## src/rtl/flag_unit_pipe.sv

```systemverilog
// flag_unit_pipe: pipelined NZCV flag generator.
// Zero detection is an OR-reduction tree of GATE_FANIN-input gates with a
// register after every LEVELS_PER_STAGE tree levels; N/C/V/set_flags ride
// alongside as sideband. The architectural flags update on the edge that
// retires an op marked set_flags.
// Optional: define FLAG_UNIT_PARITY_EN to add flag_p (XOR of all result bits)
// from a parallel XOR tree with identical shape and latency.
module flag_unit_pipe #(
  parameter int WIDTH            = 64,
  parameter int GATE_FANIN       = 4,
  parameter int LEVELS_PER_STAGE = 1
) (
  input  logic             clk,
  input  logic             reset,
  input  logic             in_valid,
  input  logic [WIDTH-1:0] result,
  input  logic             carry_in,
  input  logic             overflow_in,
  input  logic             set_flags,
  input  logic             flush,
  output logic             out_valid,
  output logic             out_zero,
  output logic             flag_n,
  output logic             flag_z,
  output logic             flag_c,
  output logic             flag_v
`ifdef FLAG_UNIT_PARITY_EN
  ,
  output logic             flag_p
`endif
);

  function automatic int lvl_width(int lvl);
    int w;
    w = WIDTH;
    for (int i = 0; i < lvl; i++) w = (w + GATE_FANIN - 1) / GATE_FANIN;
    return w;
  endfunction

  function automatic int num_levels();
    int w;
    int n;
    w = WIDTH;
    n = 0;
    while (w > 1) begin
      w = (w + GATE_FANIN - 1) / GATE_FANIN;
      n++;
    end
    return n;
  endfunction

  localparam int LEVELS = num_levels();
  localparam int L      = (LEVELS + LEVELS_PER_STAGE - 1) / LEVELS_PER_STAGE;

  // Reduction tree: each level zero-pads its input to whole gates, then
  // reduces each gate. Levels that close a stage are followed by a register.
  for (genvar i = 0; i < LEVELS; i++) begin : g_lvl
    localparam int WI      = lvl_width(i);
    localparam int WO      = lvl_width(i + 1);
    localparam bit REG_OUT = (((i + 1) % LEVELS_PER_STAGE) == 0) || ((i + 1) == LEVELS);

    logic [WI-1:0]            din;
    logic [WO*GATE_FANIN-1:0] pad;
    logic [WO-1:0]            dout;
`ifdef FLAG_UNIT_PARITY_EN
    logic [WI-1:0]            pdin;
    logic [WO*GATE_FANIN-1:0] ppad;
    logic [WO-1:0]            pdout;
`endif

    if (i == 0) begin : g_src
      assign din  = result;
`ifdef FLAG_UNIT_PARITY_EN
      assign pdin = result;
`endif
    end else if ((i % LEVELS_PER_STAGE) == 0) begin : g_src
      assign din  = g_lvl[i-1].g_reg.q;
`ifdef FLAG_UNIT_PARITY_EN
      assign pdin = g_lvl[i-1].g_reg.pq;
`endif
    end else begin : g_src
      assign din  = g_lvl[i-1].dout;
`ifdef FLAG_UNIT_PARITY_EN
      assign pdin = g_lvl[i-1].pdout;
`endif
    end

    assign pad = (WO*GATE_FANIN)'(din);

    // OR each gate-sized group of this level
    always_comb begin
      dout = '0;
      for (int unsigned j = 0; j < WO; j++) dout[j] = |pad[j*GATE_FANIN +: GATE_FANIN];
    end

`ifdef FLAG_UNIT_PARITY_EN
    assign ppad = (WO*GATE_FANIN)'(pdin);

    // XOR each gate-sized group of this level
    always_comb begin
      pdout = '0;
      for (int unsigned j = 0; j < WO; j++) pdout[j] = ^ppad[j*GATE_FANIN +: GATE_FANIN];
    end
`endif

    if (REG_OUT) begin : g_reg
      logic [WO-1:0] q;
`ifdef FLAG_UNIT_PARITY_EN
      logic [WO-1:0] pq;
`endif
      // Partial-reduction register; contents are only meaningful when the
      // matching valid bit is set, so no reset is needed
      always_ff @(posedge clk) begin
        q  <= dout;
`ifdef FLAG_UNIT_PARITY_EN
        pq <= pdout;
`endif
      end
    end
  end

  logic [L-1:0] vld_q;
  logic         last_vld_d;
  logic         last_n_d;
  logic         last_c_d;
  logic         last_v_d;
  logic         last_s_d;
  logic         upd;

  // Stage valid bits: flush kills everything in flight and the incoming op
  always_ff @(posedge clk) begin
    if (!reset) begin
      vld_q <= '0;
    end else begin
      vld_q[0] <= in_valid & ~flush;
      for (int unsigned s = 1; s < L; s++) vld_q[s] <= vld_q[s-1] & ~flush;
    end
  end

  // Sideband only needs registering up to the stage before the last; the
  // final edge writes straight into the flag register.
  if (L > 1) begin : g_sb
    logic [L-2:0] n_q;
    logic [L-2:0] c_q;
    logic [L-2:0] v_q;
    logic [L-2:0] s_q;

    // Sideband shift register tracking the tree stages
    always_ff @(posedge clk) begin
      if (!reset) begin
        n_q <= '0;
        c_q <= '0;
        v_q <= '0;
        s_q <= '0;
      end else begin
        n_q[0] <= result[WIDTH-1];
        c_q[0] <= carry_in;
        v_q[0] <= overflow_in;
        s_q[0] <= set_flags;
        for (int unsigned s = 1; s < L - 1; s++) begin
          n_q[s] <= n_q[s-1];
          c_q[s] <= c_q[s-1];
          v_q[s] <= v_q[s-1];
          s_q[s] <= s_q[s-1];
        end
      end
    end

    assign last_vld_d = vld_q[L-2];
    assign last_n_d   = n_q[L-2];
    assign last_c_d   = c_q[L-2];
    assign last_v_d   = v_q[L-2];
    assign last_s_d   = s_q[L-2];
  end else begin : g_sb
    assign last_vld_d = in_valid;
    assign last_n_d   = result[WIDTH-1];
    assign last_c_d   = carry_in;
    assign last_v_d   = overflow_in;
    assign last_s_d   = set_flags;
  end

  assign upd = last_vld_d & ~flush & last_s_d;

  // Architectural flags: written on the edge that retires a set_flags op
  always_ff @(posedge clk) begin
    if (!reset) begin
      flag_n <= 1'b0;
      flag_z <= 1'b0;
      flag_c <= 1'b0;
      flag_v <= 1'b0;
`ifdef FLAG_UNIT_PARITY_EN
      flag_p <= 1'b0;
`endif
    end else if (upd) begin
      flag_n <= last_n_d;
      flag_z <= ~g_lvl[LEVELS-1].dout[0];
      flag_c <= last_c_d;
      flag_v <= last_v_d;
`ifdef FLAG_UNIT_PARITY_EN
      flag_p <= g_lvl[LEVELS-1].pdout[0];
`endif
    end
  end

  assign out_valid = vld_q[L-1];
  assign out_zero  = vld_q[L-1] & ~g_lvl[LEVELS-1].g_reg.q[0];

endmodule

```

## config.mk

```make
export PLATFORM = sky130hd
export DESIGN_NAME = flag_unit_pipe
export DESIGN_NICKNAME = d
export VERILOG_FILES = /design/src/rtl/flag_unit_pipe.sv
export SDC_FILE = /design/constraint.sdc
export NUM_CORES = 1
export LEC_CHECK = 0
export CAP_MARGIN = 20
export CORE_MARGIN = 1.5
export CORE_UTILIZATION = 28
export DETAILED_ROUTE_END_ITERATION = 6
export PLACE_DENSITY = 0.73
export SYNTH_ARGS = -nofsm -noshare
export SYNTH_HDL_FRONTEND = slang
export SYNTH_SLANG_ARGS = --single-unit
```

## constraint.sdc

```tcl
create_clock -name clk -period 1.5 [get_ports clk]
set_clock_uncertainty 0.05 [all_clocks]
set_input_delay 0.15 -clock clk [delete_from_list [all_inputs] [get_ports clk]]
set_output_delay 0.15 -clock clk [all_outputs]
set_load 0.005 [all_outputs]
```

# --- Word level (Yosys, flattened, before mapping) ---
# Index checks and enable logic that the tools add are counted.
totals:
  romBits: 0
  latch_bits: 0
  ram_bits: 0
  elab_cells: 41
  memories: 0
  output_inout_bits: 6
  ff_bits: 36
op_classes:
  n_shift: 0
  magnitude_cmp: 0
  div: 0
  bitwise_logic: 8
  add_sub_neg: 0
  muxes: 0
  eq_ne: 0
  n_reduce_logical: 21
  n_mul: 0
op_table:
  columns: ["cell", "n"]
  rows:
  - ["OR reduction 4 bit", 21]
  - ["AND 1 bit", 5]
  - ["inverter 1 bit", 3]

# --- Depth between registers and ports, before layout ---
logic_depth:
  depth_word: 3
  ltp_mapped: 3

# --- Worst setup path before layout ---
# OpenSTA, ideal clock, no wires.
synth_path:
  path_kind: "register to register"
  from: "register g_lvl[1].g_reg.q[1]"
  to: "register flag_z"
  path_stages_with_launch: 4
  arrival_ns: 1.126
  path_buffers: 0
  period_less_slack_ns: 1.241
  setup_time_ns: 0.066
  setup_slack_ns: 0.259
  required_time_ns: 1.384
  cell_sequence: "dfxtp_1 -> or4_4 -> or2_1 -> a21boi_2"
synth_between:
  elab_chain_cells: 2
synth_lines:
  columns: ["item", "line_no", "rtl"]
  rows:
  - ["start: declaration", "107", "logic [WO-1:0] q;"]
  - ["start signal: assignment", "114", "q <= dout;"]
  - ["OR reduction 4 bit", "93", "for (int unsigned j = 0; j < WO; j++) dout[j] = |pad[j*GATE_FANIN +: GATE_FANIN];"]
  - ["net g_lvl[2].dout", "64", "logic [WO-1:0] dout;"]
  - ["inverter 1 bit", "196", "flag_z <= ~g_lvl[LEVELS-1].dout[0];"]
  - ["end signal: assignment", "196", null]
  - ["end: declaration", "24", "output logic flag_z,"]
# The timed path passes the listed nets, and every way through them passes these cells.
# A chain may end at the register's enable or synchronous reset.

# --- Worst setup path in the final report ---
layout_path:
  from: "register vld_q[2]"
  to: "output port out_zero"
layout_between:
  elab_chain_cells: 1
layout_lines:
  columns: ["item", "line_no", "rtl"]
  rows:
  - ["start: declaration", "122", "logic [L-1:0] vld_q;"]
  - ["start signal: assignment", "133", "vld_q <= '0;"]
  - ["AND 1 bit", "206", "assign out_zero = vld_q[L-1] & ~g_lvl[LEVELS-1].g_reg.q[0];"]
  - ["end: declaration", "22", "output logic out_zero,"]
# No other way between the ends.

==> impl_results.md <==
* Avg WL per Cell at 11.0 um
* Most frequent cells in the layout: 76 x clkdlybuf4s50_1, 36 x dfxtp_1, 20 x or4_1, 8 x and2_1, 5 x clkbuf_8
* Metal2 WL at approximately 1.3 mm
* Post-cts gate resize count at 0
* Hold buffer count at cts at 0
* Largest stage delay on the critical path at 500 ps
* Status: finished, final reports clean
* TritonCTS buffer count at 5
* DRT iter0 DRCs at 22
* Worst-Skew Late Latency at around 270 ps
* Global Route Usage Sum at 0.124
* Clock Tree Buf Depth at 2
* Cell Pwr Density at 927 nW/um^2
* Net Sw Frac at 0.182
* GRT Residual Overflow at 0
* Setup TNS at 0 ps
* Critical path launch point type: flip-flop
* Worst endpoint data arrival time at 1220 ps
* DRC errors left at 0
* Hpwl dp at 1.99 mm
* Slowest CP cell: clkdlybuf4s50_1
* #FFs+latches synth at 36
* Synth area leader: dfxtp_1
* Chip width at 63.9 um
* Syn avg cell area at 12.5 sq um
* Vias at ~950
* Final period utilization at 0.948
* Clock Power Share at 0.339
* Antenna Diode Count at 0
* R2R Setup Slk at 190 ps
* Full die area at 4080 sq um
* FP Rows at 21
* Cells along the critical path: nor2b_1 > clkdlybuf4s50_1
* Final count of hold timing violations at 0
* Critical setup path kind: reg -> out
* CTS Sinks at 36
* Core Region at 3440 sq um
* Synth Cell Area at 1040 sq um
* Vias per cell at 4.48
* DRT antenna net count at 0
* H-tree levels at 2
* Final period demand of the worst path at 1420 ps
* Final-layout fill cell count at roughly 310
* Total Power at 1.79 mW
* Internal Dissipation at between 1 and 1.5 mW
* Least-Margin Pin Slew at about 460 ps
* Max FO, Critical Path at 2
* Switch Pwr at 327 uW
* Critical path endpoint category: primary output
* GP Congestion at roughly 0.63
* CTS tree: done
* Wire length on met3 at 226 um
* Flop pwr share at 0.550
* Yosys warnings at 0
* Top cell type's share of synthesized area at 0.694
* Leakage at ~0.70 nW
* Max IR drop VDD at between 0.3 and 0.4 mV
* Dominant cells by area after synthesis: dfxtp_1 69%, or4_1 14%, and2_1 4.8%
* Area Overhead vs Synth at 85.9%
* Initial antenna violation count at 0
* Vias in the first global route at about 990
* RSZ-0062 raised after global routing: no
* FMAX at roughly 700 MHz
* Ports at 77
* Most common cell after layout, fill and taps aside: clkdlybuf4s50_1
* Place WS at 92.7 ps
* Worst-path clk slew at approximately 60 ps
* Hold Path Class: reg -> reg
* Post-layout worst setup margin at 77.8 ps
* Pin count of the biggest net entering global routing at 19
* Syn nets at 154
* Combinational share of power at 0.112
* Initial DRT Pass Iterations at 4
* I/O Buffers at 76
* Rel. slew slack at 0.694
* Post-Syn Instances at 83
* Worst EP required at 1300 ps
* Highest Signal Layer: met4
* Post-Route WL at between 2 and 2.5 mm
* CTS root buf: clkbuf_8
* Max-cap violations at 0
* Chip Height at 63.9 um
* Sequential fraction of the synthesis area at 0.694
* Post-CTS Setup Repair Bufs at 0
* First-pass GRT wire length at 3.85 mm
* Initial Util at 0.302
* Fin util at 0.561
* Final slew viol count at 0
* Final setup vio count at 0
* Share of layout cells above drive strength 1 at 0.0485
* Distinct cells, synth at 13
* Fin nets at around 240
* WL met1 at 781 um
[final timing paths]
| kind | from | to | cells after the start |
|---|---|---|---|
| setup / recovery | vld_q[2] | out_zero | 2 |
| hold / removal | g_lvl[0].g_reg.q[2] | g_lvl[1].g_reg.q[0] | 1 |
| setup reg to reg | g_lvl[1].g_reg.q[1] | flag_z | 3 |
| hold reg to reg | g_lvl[0].g_reg.q[2] | g_lvl[1].g_reg.q[0] | 1 |
[synth_stat cells (all sizes together)]
| master | n |
|---|---|
| a21boi | 1 |
| and2 | 8 |
| and3b | 3 |
| clkbuf | 1 |
| dfxtp | 36 |
| nand2 | 4 |
| nand3 | 3 |
| nand3b | 1 |
| nor2b | 1 |
| o21ai | 3 |
| or2 | 1 |
| or4 | 21 |
[sequential cells by signal, summed over array words and instances, names as in the netlist]
register / cells
g_lvl.g_reg.q: 21
vld_q: 3
g_sb.c_q: 2
g_sb.n_q: 2
g_sb.s_q: 2
g_sb.v_q: 2
flag_c: 1
flag_n: 1
flag_v: 1
flag_z: 1
[per-stage QoR]
stage,hold slack [ps],instance area [sq um],instances
after floorplan,200,1040,83
after global placement,349,1850,204
after detailed placement,351,1850,204
after CTS,367,1930,211
after global routing,373,1930,211
final,363,1930,211
[power by group through the flow]
stage	Combinational, mW	Sequential [mW]	Clock [mW]
6_report	0.200	0.984	0.606
5_1_grt	0.215	0.985	0.675
4_1_cts	0.204	0.984	0.633
3_5_place_dp	0.203	1.01	0
3_3_place_gp	0.197	1.00	0
2_1_floorplan	0.0195	1.00	0
[worst max-delay path, delay by kind of cell, from the launching register on]
family	cells	cell delay (ps)
DFF	1	330
and+or+nand+nor	1	120
buffers and inverters	1	500
[per-layer routing]
layer,global-route usage,vias to the layer above
met1,0.102,420
li1,-,465
met4,0.0652,0
met2,0.246,54
met5,0,-
met3,0.0458,6
[final cells by class]
type | instances | area, sq um | area share
timing repair buffer | 76 | 761 | 0.394
multi-input combinational | 46 | 314 | 0.163
sequential | 36 | 721 | 0.373
tap | 46 | 57.6 | 0.0298
clock inverter | 1 | 5.00 | 0.00259
clock buffer | 6 | 72.6 | 0.0376
[cell families after synthesis]
| kind of cell | count (synthesis) | share of synthesized area |
|---|---|---|
| AND/OR/NAND/NOR | 42 | 0.277 |
| AO/OA/AOI/OAI | 4 | 0.0253 |
| flip-flops | 36 | 0.694 |
| buffers and inverters | 1 | 0.00361 |
Power figures use the tool's default switching activity.
